**src/rtl/ysyx_23060124_exu_stage_pkg.sv**
```systemverilog
// Shared constants for the execute stage: widths, ALU opcodes, control-type
// encodings and the result-register state type.
package ysyx_23060124_exu_stage_pkg;

    localparam int ISA_WIDTH = 32;
    localparam int OPT_WIDTH = 4;
    localparam int BR_WIDTH  = 3;

    // ALU opcodes understood by the sibling ALU
    localparam logic [OPT_WIDTH-1:0] OPT_EXU_ADD = 4'd0;
    localparam logic [OPT_WIDTH-1:0] OPT_EXU_SUB = 4'd1;
    localparam logic [OPT_WIDTH-1:0] OPT_EXU_SLT = 4'd2;
    localparam logic [OPT_WIDTH-1:0] OPT_EXU_AND = 4'd3;
    localparam logic [OPT_WIDTH-1:0] OPT_EXU_OR  = 4'd4;
    localparam logic [OPT_WIDTH-1:0] OPT_EXU_XOR = 4'd5;

    // Control-flow type carried with each decoded instruction
    localparam logic [BR_WIDTH-1:0] BR_NONE = 3'd0;
    localparam logic [BR_WIDTH-1:0] BR_BEQ  = 3'd1;
    localparam logic [BR_WIDTH-1:0] BR_BNE  = 3'd2;
    localparam logic [BR_WIDTH-1:0] BR_BLT  = 3'd3;
    localparam logic [BR_WIDTH-1:0] BR_BGE  = 3'd4;
    localparam logic [BR_WIDTH-1:0] BR_JAL  = 3'd5;
    localparam logic [BR_WIDTH-1:0] BR_JALR = 3'd6;

    typedef enum logic {
        ST_EMPTY = 1'b0,
        ST_FULL  = 1'b1
    } exu_state_e;

    // Conditional branches write nothing back and produce a zero result
    function automatic logic is_cond_br(input logic [BR_WIDTH-1:0] br);
        return (br == BR_BEQ) || (br == BR_BNE) || (br == BR_BLT) || (br == BR_BGE);
    endfunction

endpackage

```
**src/rtl/ysyx_23060124_br_resolve.sv**
```systemverilog
// Combinational branch/jump resolution: taken decision and redirect target.
// Conditional branches reuse the ALU result (SUB for EQ/NE, SLT for LT/GE);
// targets come from dedicated adders so the ALU stays free for the compare.
import ysyx_23060124_exu_stage_pkg::*;

module ysyx_23060124_br_resolve #(
    parameter int XLEN = ISA_WIDTH
) (
    input  logic [BR_WIDTH-1:0] br,
    input  logic [XLEN-1:0]     pc,
    input  logic [XLEN-1:0]     rs1,
    input  logic [XLEN-1:0]     imm,
    input  logic [XLEN-1:0]     alu_res,
    output logic                taken,
    output logic [XLEN-1:0]     target
);

    logic [XLEN-1:0] pc_sum_s;
    logic [XLEN-1:0] reg_sum_s;

    assign pc_sum_s  = pc + imm;
    assign reg_sum_s = rs1 + imm;

    // Decide taken and pick the target for the current control type
    always_comb begin
        taken  = 1'b0;
        target = pc_sum_s;
        case (br)
            BR_BEQ:  taken = (alu_res == {XLEN{1'b0}});
            BR_BNE:  taken = (alu_res != {XLEN{1'b0}});
            BR_BLT:  taken = alu_res[0];
            BR_BGE:  taken = ~alu_res[0];
            BR_JAL:  taken = 1'b1;
            BR_JALR: begin
                taken  = 1'b1;
                target = {reg_sum_s[XLEN-1:1], 1'b0};
            end
            default: begin
                taken  = 1'b0;
                target = pc_sum_s;
            end
        endcase
    end

endmodule

```
**src/rtl/ysyx_23060124_exu_stage.sv**
```systemverilog
// Execute stage: operand selection for the external ALU, branch resolution,
// single-entry result register with valid/ready on both sides, and a
// one-cycle redirect pulse to the fetch unit for taken control flow.
import ysyx_23060124_exu_stage_pkg::*;

module ysyx_23060124_exu_stage #(
    parameter int XLEN = ISA_WIDTH,
    parameter int OPTW = OPT_WIDTH
) (
    input  logic                clock,
    input  logic                rst_n,
    input  logic                flush,
    input  logic                in_valid,
    output logic                in_ready,
    input  logic [XLEN-1:0]     in_pc,
    input  logic [XLEN-1:0]     in_rs1,
    input  logic [XLEN-1:0]     in_rs2,
    input  logic [XLEN-1:0]     in_imm,
    input  logic [OPTW-1:0]     in_opt,
    input  logic                in_unsigned,
    input  logic                in_src1_pc,
    input  logic                in_src2_imm,
    input  logic [BR_WIDTH-1:0] in_br,
    input  logic [4:0]          in_rd,
    input  logic                in_wen,
    output logic [XLEN-1:0]     alu_src1,
    output logic [XLEN-1:0]     alu_src2,
    output logic [OPTW-1:0]     alu_opt,
    output logic                alu_unsigned,
    input  logic [XLEN-1:0]     alu_res,
    output logic                out_valid,
    input  logic                out_ready,
    output logic [XLEN-1:0]     out_result,
    output logic [XLEN-1:0]     out_rs2,
    output logic [4:0]          out_rd,
    output logic                out_wen,
    output logic                redirect_valid,
    output logic [XLEN-1:0]     redirect_pc
);

    exu_state_e      state_r;
    logic            accept_s;
    logic            taken_s;
    logic [XLEN-1:0] target_s;
    logic [XLEN-1:0] link_s;
    logic [XLEN-1:0] result_s;
    logic            wen_s;

    // Operand muxing is purely combinational from the decoded inputs
    assign alu_src1     = in_src1_pc  ? in_pc  : in_rs1;
    assign alu_src2     = in_src2_imm ? in_imm : in_rs2;
    assign alu_opt      = in_opt;
    assign alu_unsigned = in_unsigned;

    // A flush blocks acceptance; otherwise accept when empty or draining
    assign in_ready  = ~flush & ((state_r == ST_EMPTY) | out_ready);
    assign accept_s  = in_valid & in_ready;
    assign out_valid = (state_r == ST_FULL);

    assign link_s = in_pc + {{(XLEN-3){1'b0}}, 3'd4};

    ysyx_23060124_br_resolve #(
        .XLEN (XLEN)
    ) u_br_resolve (
        .br      (in_br),
        .pc      (in_pc),
        .rs1     (in_rs1),
        .imm     (in_imm),
        .alu_res (alu_res),
        .taken   (taken_s),
        .target  (target_s)
    );

    // Select the writeback value and write enable by control type
    always_comb begin
        result_s = alu_res;
        wen_s    = in_wen;
        case (in_br)
            BR_JAL, BR_JALR: begin
                result_s = link_s;
                wen_s    = in_wen;
            end
            BR_BEQ, BR_BNE, BR_BLT, BR_BGE: begin
                result_s = {XLEN{1'b0}};
                wen_s    = 1'b0;
            end
            default: begin
                result_s = alu_res;
                wen_s    = in_wen;
            end
        endcase
    end

    // Result-register FSM with registered payload and redirect pulse
    always_ff @(posedge clock or negedge rst_n) begin
        if (!rst_n) begin
            state_r        <= ST_EMPTY;
            out_result     <= {XLEN{1'b0}};
            out_rs2        <= {XLEN{1'b0}};
            out_rd         <= 5'd0;
            out_wen        <= 1'b0;
            redirect_valid <= 1'b0;
            redirect_pc    <= {XLEN{1'b0}};
        end else if (flush) begin
            state_r        <= ST_EMPTY;
            redirect_valid <= 1'b0;
        end else if (accept_s) begin
            state_r        <= ST_FULL;
            out_result     <= result_s;
            out_rs2        <= in_rs2;
            out_rd         <= in_rd;
            out_wen        <= wen_s & ~is_cond_br(in_br);
            redirect_valid <= taken_s;
            redirect_pc    <= target_s;
        end else begin
            redirect_valid <= 1'b0;
            case (state_r)
                ST_FULL: begin
                    if (out_ready) begin
                        state_r <= ST_EMPTY;
                    end else begin
                        state_r <= ST_FULL;
                    end
                end
                ST_EMPTY: state_r <= ST_EMPTY;
                default:  state_r <= ST_EMPTY;
            endcase
        end
    end

endmodule

```
**config.mk**
```make
export PLATFORM = sky130hd
export DESIGN_NAME = ysyx_23060124_exu_stage
export DESIGN_NICKNAME = d
export VERILOG_FILES = /design/src/rtl/ysyx_23060124_exu_stage_pkg.sv /design/src/rtl/ysyx_23060124_br_resolve.sv /design/src/rtl/ysyx_23060124_exu_stage.sv
export SDC_FILE = /design/constraint.sdc
export NUM_CORES = 1
export LEC_CHECK = 0
export ABC_AREA = 1
export CORE_UTILIZATION = 51
export DETAILED_ROUTE_END_ITERATION = 6
export PLACE_DENSITY = 0.88
export SYNTH_ARGS = -nofsm -noshare
export SYNTH_HDL_FRONTEND = slang
export SYNTH_SLANG_ARGS = --single-unit
```
**constraint.sdc**
```tcl
create_clock -name clock -period 3.1 [get_ports clock]
set_input_delay 0.62 -clock clock [delete_from_list [all_inputs] [get_ports clock]]
set_output_delay 0.62 -clock clock [all_outputs]
set_load 0.03 [all_outputs]
```
==> reports/summary.md <==
The kind of critical path is primary input to primary output. Detailed routing inserted a total of 14.0k vias. The routed design has 48300 µm of wire.

Measured along the y axis, the die boundary spans 147 µm. The number of antenna violations at the first check in global routing is 3. The worst hold path belongs to the class primary input to asynchronous set/reset pin. After synthesis the netlist holds a flip-flop and latch count of 104. Buffers inserted during clock tree synthesis total 9.

The predominant post-synthesis flop cell is sky130_fd_sc_hd__dfrtp_1. The final setup violation count is 0, and the violation count after the first detailed-route iteration is 1421. Once detail routing completed, the nets flagged for antenna violations numbered 0. For the worst clock skew on the final layout, the log shows 0.0106 ns. For the synthesized area, the log shows 0.0107 mm².

At the later pin of the worst-skew pair, clock insertion delay measures 0.37 ns. Power spread over the standard cell area amounts to 416 mW/mm². The share of cells above drive strength 1 is 4.93%, and the global placer's final weighted congestion is 1.03.

The clock-pin slew of the registers on the worst-case setup and hold paths was 0.09 ns; the number of placement rows was 52. The required time of the critical path came out at 2.48 ns. For this design the top-level I/O count stands at 355. Cells fill 74.1% of the core in the end. TritonCTS built the clock tree. Global routing consumed, over all layers together, 44.2% of the routing resources. Synthesis produced 1840 cells.

During placement, the flow inserted port buffers numbering 344. Measured against its own limit, the worst slew margin works out to 40.2%. The count of flip-flops with a built-in enable after synthesis was 0; the average wire length per cell after detail routing was 19.6 µm. Detailed placement finished with a half-perimeter wire length of 38900 µm. The logs give 2 for the number of buffers on the longest clock path and 0.0635 ns for the post-place setup slack. In this run the number of H-tree levels came out at 3. The tools report the final net count as 2429. Measured along the x axis, the die boundary spans 147 µm. The tools report the starting density of the core as 52.6%.

The layout overhead on the synthesized area was 40.9%; the worst-case vdd ir drop was 247 µV. The total power is 6290 µW, and the quantity of hold-fixing buffers added after cts is 0. The iteration count of the initial detailed-routing pass came out at 7.

The cell occurring most often along the worst timing path is sky130_fd_sc_hd__clkdlybuf4s50_1. The core region is 0.0204 mm². The post-CTS setup buffer count is 0, and the number of global-route vias before repair is 13.3k. Across the run, the number of max-cap violations was 0. For this run, design rule violations remaining after detail routing come to 0. Overall overflow remaining after global route: 0.

In this run the clock root is driven by a sky130_fd_sc_hd__clkbuf_16. Dividing the detail-routed via count by the number of cells gives 5.67. Setup total negative slack on the finished layout was measured at 0 ns.

For the worst setup path, the data arrival time is 2.33 ns. In this run, post-CTS repair resized a total of 0 instances. Setup repair after global routing left no endpoint under its margin. The sort of element at the start of the critical path was a primary input.

For the worst flop-to-flop path, the logic depth is 5. The mean post-synth cell area works out to 5.84 µm². The analysis attributes to cell leakage a power of 0.00796 µW. Sequential cells were found to cover 24.2% of the synthesized design area. The worst path in the final design needs a cycle of 2.95 ns, including I/O delays and setup. Yosys printed 0 warnings.

Along the worst path, the maximum fanout reaches 4. The flow ran to the end, and the final reports show no timing, DRC or antenna violations. The slew at the pin closest to its max-slew limit is 0.897 ns. Setup slack closes at 0.147 ns. The placement-stage cell area was 0.0148 mm². The die covers 0.0217 mm². The fraction of synthesis flops using an asynchronous set or reset pin works out to 100%.

STA classifies the critical path endpoint as a primary output. The wire length of the first global-routing pass is 73200 µm. Counting every net in the synthesized netlist gives 2085.

The final-layout fill cell count was 1666. In this run, distinct cell masters in the synthesized netlist total 46. Of the available clock period, the critical path in the final layout requires 95.3%. The final number of max-transition violations was 0; the clock net sink count was 104. Entering global routing, the biggest net connects 90 pins. Static timing analysis puts the maximum clock frequency at 339 MHz.

The critical path goes through clkdlybuf4s50_1 -> buf_4 -> inv_1 -> a21oi_1 -> clkdlybuf4s50_1. Among all stages on the critical path, the largest delay is contributed by sky130_fd_sc_hd__clkdlybuf4s50_1. After routing the design area is 0.0151 mm². The number of hold violations in the final report is 0.

The highest cell delay on the worst timing path was 0.71 ns.
[cell families (layout without fill, tap and decap cells)]
group / Yosys count / in the layout / share of synthesized area [%]
adder cells (fa/ha/maj): 64 / 64 / 7.59
AND/OR/NAND/NOR: 1028 / 1028 / 39.8
XOR/XNOR: 12 / 12 / 0.978
AO/OA/AOI/OAI: 273 / 273 / 14.2
other: 0 / 3 / 0
flip-flops: 104 / 104 / 24.2
multiplexers: 4 / 4 / 0.419
buffers and inverters: 355 / 704 / 12.8
[Yosys cell counts (all sizes together) (5+ instances only)]
master / number / area, µm²
xor2: 9 / 78.8
o21ai: 106 / 531
a2bb2oi: 23 / 208
dfrtp: 104 / 2600
o21bai: 5 / 37.5
clkbuf: 31 / 116
nand4: 15 / 93.8
nand2: 702 / 2660
o21a: 9 / 67.6
buf: 21 / 121
nor3: 13 / 97.6
inv: 302 / 1130
ha: 62 / 776
or2: 5 / 31.3
a21oi: 117 / 586
nand3: 124 / 631
nor4: 14 / 93.8
nor2: 141 / 576
nand3b: 10 / 75.1
[routing by layer]
layer	global-route usage (%)	part of all wire (%)
met5	0	0
met4	19.6	4.5
met3	8.20	12
met2	71.9	45
met1	56.8	39
[worst max-delay path: cells and delay by family]
family	cells	cell delay, ns
AOI/OAI and AO/OA	1	0.18
buffers and inverters	4	1.53
[per-stage QoR]
step | hold WS [ns] | instances
2_1_floorplan | 0.324 | 1840
3_3_place_gp | 0.461 | 2443
3_5_place_dp | 0.464 | 2443
4_1_cts | 0.323 | 2459
5_1_grt | 0.351 | 2461
6_report | 0.299 | 2462
[layout by cell type, fill, tap and decap left out, drive strengths merged]
cell             n
a2bb2oi         23
buf             61
clkbuf           9
inv            304
o211ai           3
ha              62
clkdlybuf4s50  324
fa               2
a21oi          117
and3             1
a21boi           2
nor3            13
nor4            14
nand2          702
o22ai            1
xnor2            3
or2              5
o21ai          106
a21o             1
mux2             4
bufinv           1
o21bai           5
nand4           15
o21a             9
and2             3
a22oi            4
clkinv           5
nand3          124
a31oi            2
dfrtp          104
nand3b          10
nor2           141
xor2             9
diode            3
[state kept, by name (all words and copies together), names as in the netlist]
register / cells
out_valid: 1
redirect_valid: 1
out_rd: 5
out_result: 32
out_rs2: 32
redirect_pc: 32
out_wen: 1
[power by group]
part | leakage, µW | switching, µW | internal [µW]
clock network | 0.000158 | 670 | 656
logic | 0.00655 | 1960 | 1260
registers | 0.00126 | 156 | 1590
[worst paths after layout]
check / start / endpoint / slack, ns
setup reg to reg: out_valid / out_result[4] / 1.31
setup / recovery: in_pc[8] / alu_src1[8] / 0.15
max in group asynchronous: rst_n / out_rs2[21] / 1.99
min in group clock: redirect_pc[22] / redirect_pc[22] / 0.48
hold reg to reg: redirect_pc[22] / redirect_pc[22] / 0.48
hold / removal: rst_n / redirect_pc[2] / 0.30
[final cells by class]
class | count | area [µm²] | share of cell area [%]
Clock buffer | 9 | 225 | 1.49
Multi-Input combinational cell | 1381 | 6780 | 44.7
Sequential cell | 104 | 2600 | 17.2
Timing Repair Buffer | 385 | 3960 | 26.1
Clock inverter | 7 | 100 | 0.661
Tap cell | 270 | 338 | 2.23
Inverter | 303 | 1140 | 7.51
Antenna cell | 3 | 7.51 | 0.0496
Power figures use the tool's default switching activity.
